**src/rtl/pipe_latch_elastic.sv**
```systemverilog
// Generic elastic pipeline latch between two CPU stages.
// Valid/ready handshake, flush, hold, optional skid entry and stall/flush stats.
module pipe_latch_elastic #(
    parameter int                DATA_W   = 64,
    parameter int                CTRL_W   = 16,
    parameter logic [CTRL_W-1:0] CTRL_RST = '0,
    parameter int                SKID     = 1
) (
    input  logic              CLK,
    input  logic              nRST,
    input  logic              in_valid,
    output logic              in_ready,
    input  logic [DATA_W-1:0] in_data,
    input  logic [CTRL_W-1:0] in_ctrl,
    output logic              out_valid,
    input  logic              out_ready,
    output logic [DATA_W-1:0] out_data,
    output logic [CTRL_W-1:0] out_ctrl,
    input  logic              flush,
    input  logic              hold,
    input  logic              clr_stats,
    output logic [1:0]        occupancy,
    output logic [15:0]       stall_cnt,
    output logic [15:0]       flush_cnt
);

    localparam bit HAS_SKID = (SKID != 0);

    logic              m_valid, m_valid_n;
    logic [DATA_W-1:0] m_data, m_data_n;
    logic [CTRL_W-1:0] m_ctrl, m_ctrl_n;
    logic              s_valid, s_valid_n;
    logic [DATA_W-1:0] s_data, s_data_n;
    logic [CTRL_W-1:0] s_ctrl, s_ctrl_n;
    logic              rdy_q;
    logic              consume, accept, stall;
    logic [1:0]        occ_n;

    assign consume = m_valid & out_ready & ~hold & ~flush;
    assign accept  = in_valid & in_ready;
    assign stall   = m_valid & ~flush & ~(out_ready & ~hold);

    generate
        if (HAS_SKID) begin : g_skid
            assign in_ready = rdy_q & ~flush;
        end else begin : g_noskid
            assign in_ready = ~flush & (~m_valid | (out_ready & ~hold));
        end
    endgenerate

    assign out_valid = m_valid;
    assign out_data  = m_data;
    assign out_ctrl  = m_ctrl;

    always_comb begin
        m_valid_n = m_valid;
        m_data_n  = m_data;
        m_ctrl_n  = m_ctrl;
        s_valid_n = s_valid;
        s_data_n  = s_data;
        s_ctrl_n  = s_ctrl;
        if (flush) begin
            m_valid_n = 1'b0;
            m_data_n  = '0;
            m_ctrl_n  = CTRL_RST;
            s_valid_n = 1'b0;
            s_data_n  = '0;
            s_ctrl_n  = CTRL_RST;
        end else if (m_valid & ~consume) begin
            // main is stuck, so a new entry can only land in the skid slot
            if (accept & HAS_SKID) begin
                s_valid_n = 1'b1;
                s_data_n  = in_data;
                s_ctrl_n  = in_ctrl;
            end
        end else if (s_valid) begin
            m_valid_n = 1'b1;
            m_data_n  = s_data;
            m_ctrl_n  = s_ctrl;
            s_valid_n = 1'b0;
            s_data_n  = '0;
            s_ctrl_n  = CTRL_RST;
        end else if (accept) begin
            m_valid_n = 1'b1;
            m_data_n  = in_data;
            m_ctrl_n  = in_ctrl;
        end else begin
            m_valid_n = 1'b0;
            m_data_n  = '0;
            m_ctrl_n  = CTRL_RST;
        end
    end

    assign occ_n = {1'b0, m_valid_n} + {1'b0, s_valid_n};

    always_ff @(posedge CLK or negedge nRST) begin
        if (!nRST) begin
            m_valid   <= 1'b0;
            m_data    <= '0;
            m_ctrl    <= CTRL_RST;
            s_valid   <= 1'b0;
            s_data    <= '0;
            s_ctrl    <= CTRL_RST;
            rdy_q     <= 1'b1;
            occupancy <= 2'd0;
            stall_cnt <= 16'd0;
            flush_cnt <= 16'd0;
        end else begin
            m_valid   <= m_valid_n;
            m_data    <= m_data_n;
            m_ctrl    <= m_ctrl_n;
            s_valid   <= s_valid_n;
            s_data    <= s_data_n;
            s_ctrl    <= s_ctrl_n;
            rdy_q     <= ~s_valid_n;
            occupancy <= occ_n;
            if (clr_stats) begin
                stall_cnt <= 16'd0;
                flush_cnt <= 16'd0;
            end else begin
                if (stall && stall_cnt != 16'hFFFF)
                    stall_cnt <= stall_cnt + 16'd1;
                if (flush && occupancy != 2'd0 && flush_cnt != 16'hFFFF)
                    flush_cnt <= flush_cnt + 16'd1;
            end
        end
    end

endmodule

```
**config.mk**
```make
export PLATFORM = sky130hd
export DESIGN_NAME = pipe_latch_elastic
export DESIGN_NICKNAME = d
export VERILOG_FILES = /design/src/rtl/pipe_latch_elastic.sv
export SDC_FILE = /design/constraint.sdc
export NUM_CORES = 1
export LEC_CHECK = 0
export CAP_MARGIN = 0
export CORE_MARGIN = 1
export CORE_UTILIZATION = 55
export CTS_CLUSTER_DIAMETER = 150
export DETAILED_ROUTE_END_ITERATION = 10
export HOLD_SLACK_MARGIN = 0.05
export PLACE_DENSITY = 0.95
export SYNTH_ARGS = -nofsm -noshare
export SYNTH_HDL_FRONTEND = slang
export SYNTH_SLANG_ARGS = --single-unit
```
**constraint.sdc**
```tcl
create_clock -name CLK -period 5.1 [get_ports CLK]
set_input_delay 0.51 -clock CLK [delete_from_list [all_inputs] [get_ports CLK]]
set_output_delay 0.51 -clock CLK [all_outputs]
set_load 0.02 [all_outputs]
```
## Word-level counts from Yosys, hierarchy flattened

Index checks and enable logic that the tools add are counted.

| word-level totals | value |
|---|---|
| input bits | 87 |
| flip-flop bits (word level) | 197 |
| output and inout bits | 116 |

| operators by class | value |
|---|---|
| reductions and logical operators | 8 |
| equal/unequal tests | 4 |
| add/sub/neg operators | 3 |
| multiplexer cells | 27 |
| bitwise logic cells | 14 |

Operator list:

| operator | number |
|---|---|
| two-way mux 64 bit | 8 |
| two-way mux 16 bit | 12 |
| adder 16 x 1 -> 16 bit, second input constant | 2 |
| != test 16 bit, second input constant | 2 |
| bitwise AND 1 bit | 9 |
| two-way mux 1 bit | 7 |
| nonzero test 2 bit | 3 |
| NOT 1 bit | 5 |
| logical AND 1 bit | 3 |
| != test 3 bit, second input constant | 1 |
| nonzero test 3 bit | 1 |
| adder 1 x 1 -> 2 bit | 1 |
| != test 2 bit, second input constant | 1 |
| AND reduction 2 bit | 1 |

## Logic depth before layout (Yosys ltp)

Gate-level depths: netlist (run 1).

| logic depth | value |
|---|---|
| depth in word-level cells | 8 |
| mapped depth | 7 |

## Worst setup path after synthesis (run 1)

OpenSTA, ideal clock, no wires.

| path | value |
|---|---|
| path kind | input port to flip-flop |
| start | in flush |
| end | reg flush_cnt[11] |
| data arrival time | 1.909 ns |
| stages | 6 |
| buffers on the path | 2 |
| library setup time | 0.078 ns |
| setup slack | 3.113 ns |
| data required time | 5.022 ns |
| path through | buf_2 o2111ai_2 or3_1 buf_2 or4_1 a21oi_1 |

| between the ends | value |
|---|---|
| cells in the longest elaborated chain, start to end | 3 |

RTL lines:

| item | line | text |
|---|---|---|
| start: declaration | 19 | `input logic flush,` |
| logical AND 1 bit (2 in a row) | 123 | `if (flush && occupancy != 2'd0 && flush_cnt != 16'hFFFF)` |
| nonzero test 2 bit (no source line) | - |  |
| end signal: assignment | 124 | `flush_cnt <= flush_cnt + 16'd1;` |
| end: declaration | 24 | `output logic [15:0] flush_cnt` |

No other way between the ends.
A chain may end at the register's enable or synchronous reset.

## Final worst setup path (run 1)

| path | value |
|---|---|
| start | in in_valid |
| end | reg m_data[49], in the netlist out_data[49] |

| between the ends | value |
|---|---|
| cells in the longest elaborated chain, start to end | 5 |

RTL lines:

| item | line | text |
|---|---|---|
| start: declaration | 11 | `input logic in_valid,` |
| bitwise AND 1 bit | 40 | `assign accept = in_valid & in_ready;` |
| two-way mux 64 bit | 83 | `end else if (accept) begin` |
| two-way mux 64 bit | 76 | `end else if (s_valid) begin` |
| two-way mux 64 bit | 69 | `end else if (m_valid & ~consume) begin` |
| two-way mux 64 bit | 62 | `if (flush) begin` |
| end signal: assignment | 110 | `m_data <= m_data_n;` |
| end: declaration | 30 | `logic [DATA_W-1:0] m_data, m_data_n;` |

No other way between the ends. The select of a mux whose other input is x is not followed.

==> results.json, run 1 <==
{
  "dr.pass1.iters": 8,
  "grtUsageMet1": 0.395,
  "die-area_um2": 17200,
  "cp_slowest_cell": "buf_4",
  "worst_setup_path_start_kind": "input pin",
  "final_cells": 1310,
  "dp_cells": 1278,
  "outcome": "finished, final reports clean",
  "syn2layout_area_growth_pct": 29.4,
  "cap_violations": 0,
  "ant_nets": 0,
  "synth-seq-cells": 197,
  "grt_use_met3": 0.0644,
  "synth_cell_types": 41,
  "ctsHoldBuffers": 0,
  "yosysTopAreaCellShare": 0.535,
  "synthArstFlopShare": 1.00,
  "synth_edf_count": 0,
  "timing.fmax_mhz": 365,
  "slowest_delay_ns": 0.61,
  "r2r_slack_ns": 2.46,
  "core_area_um2": 16100,
  "power.density_nw_per_um2": 306,
  "start_util": 0.571,
  "ys_seq_area_frac": 0.538,
  "syn_area_per_cell_um2": 9.82,
  "final_hold_viol_count": 0,
  "worstHoldPathType": "in2async",
  "syn_nets": 1023,
  "synth_top_area_cell": "dfrtp_1",
  "cts.sinks": 197,
  "rsz0062_at_grt": "no",
  "p_sw_mw": 0.983,
  "netlist_area_um2": 9170,
  "power_frac_seq": 0.463,
  "dp_hpwl_mm": 14.6,
  "globalRouteTotalUtil": 0.293,
  "slew-limit-headroom": 0.344,
  "yosys_warnings": 0,
  "die_y_um": 131,
  "cts_tree": "yes",
  "h-tree-depth": 4,
  "diodes": 0,
  "drive_gt1_frac": 0.0576,
  "path_class": "in2reg",
  "fin_setup_tns_ns": 0,
  "nets": 1170,
  "fin_crit_sh": 0.537,
  "crit_arrival_ns": 3.08,
  "cts_root_buffer": "clkbuf_16",
  "synth.area.top_cells": "dfrtp_1 53%, a221oi_1 7.6%, a21o_1 6.5%",
  "peakVddDrop_v": 0.000252,
  "grt_pass1_vias": 7969,
  "period_needed_ns": 2.74,
  "crit_family": "buffers and inverters",
  "r2r-end": "out_data[49]$_DFFE_PN0P_",
  "routed_wl_mm": 24.6,
  "p_leak_nw": 5.80,
  "fin_skew_ns": 0.0113,
  "p_int_mw": 2.64,
  "multi_input_area_um2": 3610,
  "busiest_layer": "met2",
  "fillCellCount": 1051,
  "switching_share": 0.271,
  "antenna_found_initial": 0,
  "setup_viol": 0,
  "seq_area_um2": 4930,
  "grt_max_degree": 118,
  "synth_cells": 934,
  "power.total_mw": 3.63,
  "worstMarginPinSlew_ns": 0.985,
  "worstSetupEndpointType": "register",
  "post_cts_resized": 0,
  "cts_max_path_buffers": 2,
  "use_met2": 0.455,
  "cp_max_fo": 81,
  "rr_worst_depth": 5,
  "io_pins": 203,
  "clk_pin_slew_ns": 0.07,
  "grt_pass1_wl_mm": 40.9,
  "path_buf_inv": 2,
  "via_per_inst": 6.30,
  "finalMaxSlewViolations": 0,
  "ys.flop_type": "dfrtp_1",
  "gp_congestion": 0.820,
  "crit_chain": "clkdlybuf4s50_1, nand2_4, nor3_2, buf_4, a221oi_1, nor3_1",
  "drcViolationCount": 0,
  "p_clk_frac": 0.386,
  "post_cts_buffers": 0,
  "io_buffers": 202,
  "dr_total_vias": 8248,
  "rows": 46,
  "die_w_um": 131,
  "grt.overflow.total": 0,
  "insertion_delay_ns": 0.44,
  "pwr-share-comb": 0.151,
  "crit-reg2reg-launch": "rdy_q$_DFF_PN1_",
  "required_ns": 5.44,
  "avgRoutedWirePerCell_um": 18.8,
  "cts_buffers": 17,
  "drtIter0Drc": 960
}
how the worst max path moves through the flow:
stage                                            to  cells after the start      from
after CTS                  out_data[49]$_DFFE_PN0P_                      6  in_valid
after global routing       out_data[49]$_DFFE_PN0P_                      6  in_valid
final                      out_data[49]$_DFFE_PN0P_                      6  in_valid
after global placement     out_data[39]$_DFFE_PN0P_                      6  in_valid
after detailed placement   out_data[24]$_DFFE_PN0P_                      6  in_valid
after floorplan           flush_cnt[11]$_DFFE_PN0P_                      6     flush
sequential cells by signal, summed over array words and instances, names as in the netlist:
register   flops
out_valid      1
s_valid        1
flush_cnt     16
out_ctrl      16
s_ctrl        16
stall_cnt     16
out_data      64
rdy_q          1
s_data        64
occupancy      2
cells in the mapped netlist (12+ instances only):
| library cell | instances |
|---|---|
| nand2_1 | 14 |
| a21oi_1 | 21 |
| nor2_1 | 94 |
| nor4_1 | 85 |
| a221oi_1 | 80 |
| nor3_1 | 83 |
| clkbuf_1 | 74 |
| dfrtp_1 | 196 |
| nand4_1 | 12 |
| inv_1 | 89 |
| a21o_1 | 80 |
per-stage QoR:
stage	setup WS [ns]	hold WS [ns]	utilization	instance area (um^2)
5_1_grt	2.17	0.267	0.739	11900
6_report	2.36	0.185	0.739	11900
3_5_place_dp	2.02	0.466	0.701	11300
4_1_cts	2.45	0.231	0.739	11900
3_3_place_gp	2.10	0.459	0.701	11300
2_1_floorplan	3.11	0.214	-	9170
worst register-to-register path, delay by kind of cell (launching register included):
family | cells | cell delay, ns
flops | 1 | 0.59
buf+inv | 1 | 0.61
compound gates | 1 | 0.21
simple gates | 3 | 1.14
area by class of cell:
cell class / instances / share of cell area
Sequential cell: 197 / 0.416
Multi-Input combinational cell: 564 / 0.304
Timing Repair Buffer: 212 / 0.178
Clock buffer: 18 / 0.0370
Inverter: 89 / 0.0281
Tap cell: 216 / 0.0228
Clock inverter: 14 / 0.0145
routing by layer:
metal | vias to the layer above | wire (um)
met4 | 0 | 837
met3 | 72 | 1740
met1 | 4060 | 10100
met2 | 381 | 11800
met5 | - | 0
li1 | 3735 | -
power groups by stage:
stage                     Sequential (mW)  Clock, mW  Combinational (mW)
after floorplan                      1.75          0               0.228
after detailed placement             1.71          0               0.546
after CTS                            1.68       1.41               0.551
after global routing                 1.68       1.48               0.595
after global placement               1.70          0               0.535
final                                1.68       1.40               0.549
cell families (layout without fill, tap and decap cells):
logic type                 Yosys count  count (layout)  synth area share
AOI/OAI and AO/OA                  216             216             0.183
buffers and inverters              173             333            0.0722
DFF                                197             197             0.538
muxes                                9               9            0.0108
adders and majority gates            2               2           0.00273
and+or+nand+nor                    337             337             0.193
placed cells by master (no fill, tap or decap), types with 3 or more instances in the layout:
master	n
a21o_1	80
a21oi_1	21
a221oi_1	80
and4_1	3
buf_4	10
bufinv_16	3
clkbuf_16	17
clkdlybuf4s50_1	200
clkinvlp_4	5
dfrtp_1	195
inv_1	89
inv_6	4
mux2_2	7
nand2_1	12
nand3_1	8
nand4_1	12
nor2_1	94
nor2b_1	10
nor3_1	82
nor4_1	85
o21ai_0	7
o311ai_0	3
o31ai_1	11
o41ai_1	5
or3_1	6
or4_1	11
Note: power is estimated with default switching activity, not from simulation.
==> run 2, diff against run 1 <==
--- a/config.mk
+++ b/config.mk
@@ -7,11 +7,11 @@
 export LEC_CHECK = 0
 export CAP_MARGIN = 0
 export CORE_MARGIN = 1
-export CORE_UTILIZATION = 55
+export CORE_UTILIZATION = 51
 export CTS_CLUSTER_DIAMETER = 150
 export DETAILED_ROUTE_END_ITERATION = 10
 export HOLD_SLACK_MARGIN = 0.05
-export PLACE_DENSITY = 0.95
+export PLACE_DENSITY = 0.91
 export SYNTH_ARGS = -nofsm -noshare
 export SYNTH_HDL_FRONTEND = slang
 export SYNTH_SLANG_ARGS = --single-unit
==> constraint.sdc (replaced) <==
create_clock -name CLK -period 2.7 [get_ports CLK]
set_input_delay 0.27 -clock CLK [delete_from_list [all_inputs] [get_ports CLK]]
set_output_delay 0.27 -clock CLK [all_outputs]
set_load 0.02 [all_outputs]
==> run 2 against run 1 <==
Via count increased by 0.29%. Highest routed layer is now met5. Hold slack better by 0.064 ns. Clock-buffer cell count is 1 higher. Utilization fell by 4.9 points. Worst setup slack lost 1.8 ns. Clock power is 89% higher. Final area grew 1.3%. Non-clock buffer count grew 11. Critical path depth decreased by 1. Clock skew shrank 0.0022 ns. First-iteration DRC count decreased by 12%.
==> results.json, run 2 (synthesis gave the netlist of run 1 again) <==
{
  "required_ns": 3.00,
  "crit_chain": "ha_1, nand4_1, nor4_2, nor2_1, mux2_2",
  "path_class": "reg2reg",
  "io_pins": 203,
  "crit_arrival_ns": 2.40,
  "via_per_inst": 6.22,
  "power.total_mw": 6.87,
  "worstMarginPinSlew_ns": 0.956,
  "final_cell_mix": "200 x clkdlybuf4s50_1, 195 x dfrtp_1, 94 x nor2_1, 89 x inv_1, 85 x nor4_1",
  "grt_max_degree": 93,
  "use_met2": 0.413,
  "gp_congestion": 0.895,
  "globalRouteTotalUtil": 0.270,
  "drtIter0Drc": 849,
  "die-area_um2": 18500,
  "core_area_um2": 17400,
  "insertion_delay_ns": 0.43,
  "io_buffers": 202,
  "fin_skew_ns": 0.00916,
  "cp-startpoint": "flush_cnt[0]$_DFFE_PN0P_",
  "dr_total_vias": 8272,
  "crit-reg2reg-launch": "flush_cnt[0]$_DFFE_PN0P_",
  "dr.pass1.iters": 7,
  "cap_violations": 0,
  "final_hold_viol_count": 0,
  "post_cts_buffers": 0,
  "cts_max_path_buffers": 2,
  "rsz0062_at_grt": "no",
  "die_w_um": 136,
  "rows": 48,
  "place_ws_ns": 0.467,
  "r2r_slack_ns": 0.60,
  "crit_family": "simple AND/OR/NAND/NOR gates",
  "period_needed_ns": 2.10,
  "cts_buffers": 17,
  "fin_setup_tns_ns": 0,
  "dp_hpwl_mm": 15.5,
  "slew-limit-headroom": 0.362,
  "grt.overflow.total": 0,
  "slowest_delay_ns": 0.65,
  "drcViolationCount": 0,
  "cp_slowest_cell": "nor4_2",
  "layout_commonest_cell": "clkdlybuf4s50_1",
  "rr_worst_depth": 5,
  "routed_wl_mm": 24.6,
  "timing.fmax_mhz": 476,
  "peakVddDrop_v": 0.000438,
  "worstSetupEndpointType": "register",
  "dp_cells": 1297,
  "worstHoldPathType": "in2reg",
  "worst_setup_path_start_kind": "register",
  "worst-path-stages": 5,
  "r2r-end": "flush_cnt[0]$_DFFE_PN0P_",
  "avgRoutedWirePerCell_um": 18.5,
  "busiest_layer": "met2",
  "ant_nets": 0,
  "cts.sinks": 197,
  "finalMaxSlewViolations": 0,
  "crit_end": "flush_cnt[0]$_DFFE_PN0P_",
  "grtUsageMet1": 0.376,
  "outcome": "finished, final reports clean",
  "cts_root_buffer": "clkbuf_16",
  "drive_gt1_frac": 0.0652,
  "grt_pass1_wl_mm": 39.5,
  "die_y_um": 136,
  "antenna_found_initial": 2,
  "cp_max_fo": 8,
  "power.density_nw_per_um2": 571,
  "p_leak_nw": 5.87,
  "nets": 1181,
  "fin_crit_sh": 0.777,
  "setup_viol": 0,
  "syn2layout_area_growth_pct": 31.1,
  "start_util": 0.527,
  "cts_tree": "yes",
  "grt_use_met3": 0.0503,
  "path_buf_inv": 0,
  "grt_pass1_vias": 7702,
  "h-tree-depth": 4,
  "layout_setup_ws_ns": 0.601,
  "diodes": 0,
  "final_cells": 1330,
  "clk_pin_slew_ns": 0.07,
  "final_util": 0.691
}
[run 2: cell types whose count changed in the layout (fill, tap and decap cells not counted), sizes merged]
| cell | change |
|---|---|
| inv | -1 |
| dlygate4sd3 | +1 |
| clkbuf | +1 |
| buf | +10 |
| clkinv | +1 |
| clkinvlp | -1 |
[run 2: worst min-delay path by stage]
stage | start | end | depth (start not counted)
floorplan | nRST | flush_cnt[0]$_DFFE_PN0P_ | 0
global placement | nRST | flush_cnt[9]$_DFFE_PN0P_ | 1
detailed placement | nRST | flush_cnt[9]$_DFFE_PN0P_ | 1
CTS | flush | flush_cnt[5]$_DFFE_PN0P_ | 3
global route | flush | flush_cnt[5]$_DFFE_PN0P_ | 3
finish | flush | flush_cnt[5]$_DFFE_PN0P_ | 3
[run 2: metal layers]
metal | vias up | wire length [um]
met5 | - | 13
met4 | 2 | 706
met2 | 365 | 11700
li1 | 3763 | -
met3 | 62 | 1610
met1 | 4080 | 10600
[run 2: area by class of cell]
cell class                      count  area, um^2
Fill cell                        1289        5390
Sequential cell                   197        4930
Multi-Input combinational cell    564        3610
Timing Repair Buffer              223        2260
Clock buffer                       19         443
Inverter                           89         334
Tap cell                          225         282
Clock inverter                     13         171
[run 2: repair_timing]
item,4_1_cts,5_1_grt
hold buffers,1,0
hold endpoints to repair,68,0
endpoints found under the setup margin,0,0
resized for setup,0,0
[run 2: power by group]
group	internal, mW	total [mW]	leakage, nW	switching, mW
clock	1.50	2.64	0.288	1.14
sequential	3.08	3.17	2.69	0.0895
combinational	0.448	1.06	2.90	0.611
[run 2: worst reg2reg max path: stages (launching register included)]
cell and delay (ns):
dfrtp_1 0.46, ha_1 0.23, nand4_1 0.17, nor4_2 0.65, nor2_1 0.17, mux2_2 0.31
[run 2: per-stage QoR]
stage / instance area [um^2] / hold slack (ns)
after floorplan: 9170 / -0.0256
after global placement: 11400 / 0.310
after detailed placement: 11400 / 0.314
after CTS: 12000 / 0.228
after global routing: 12000 / 0.244
final: 12000 / 0.249
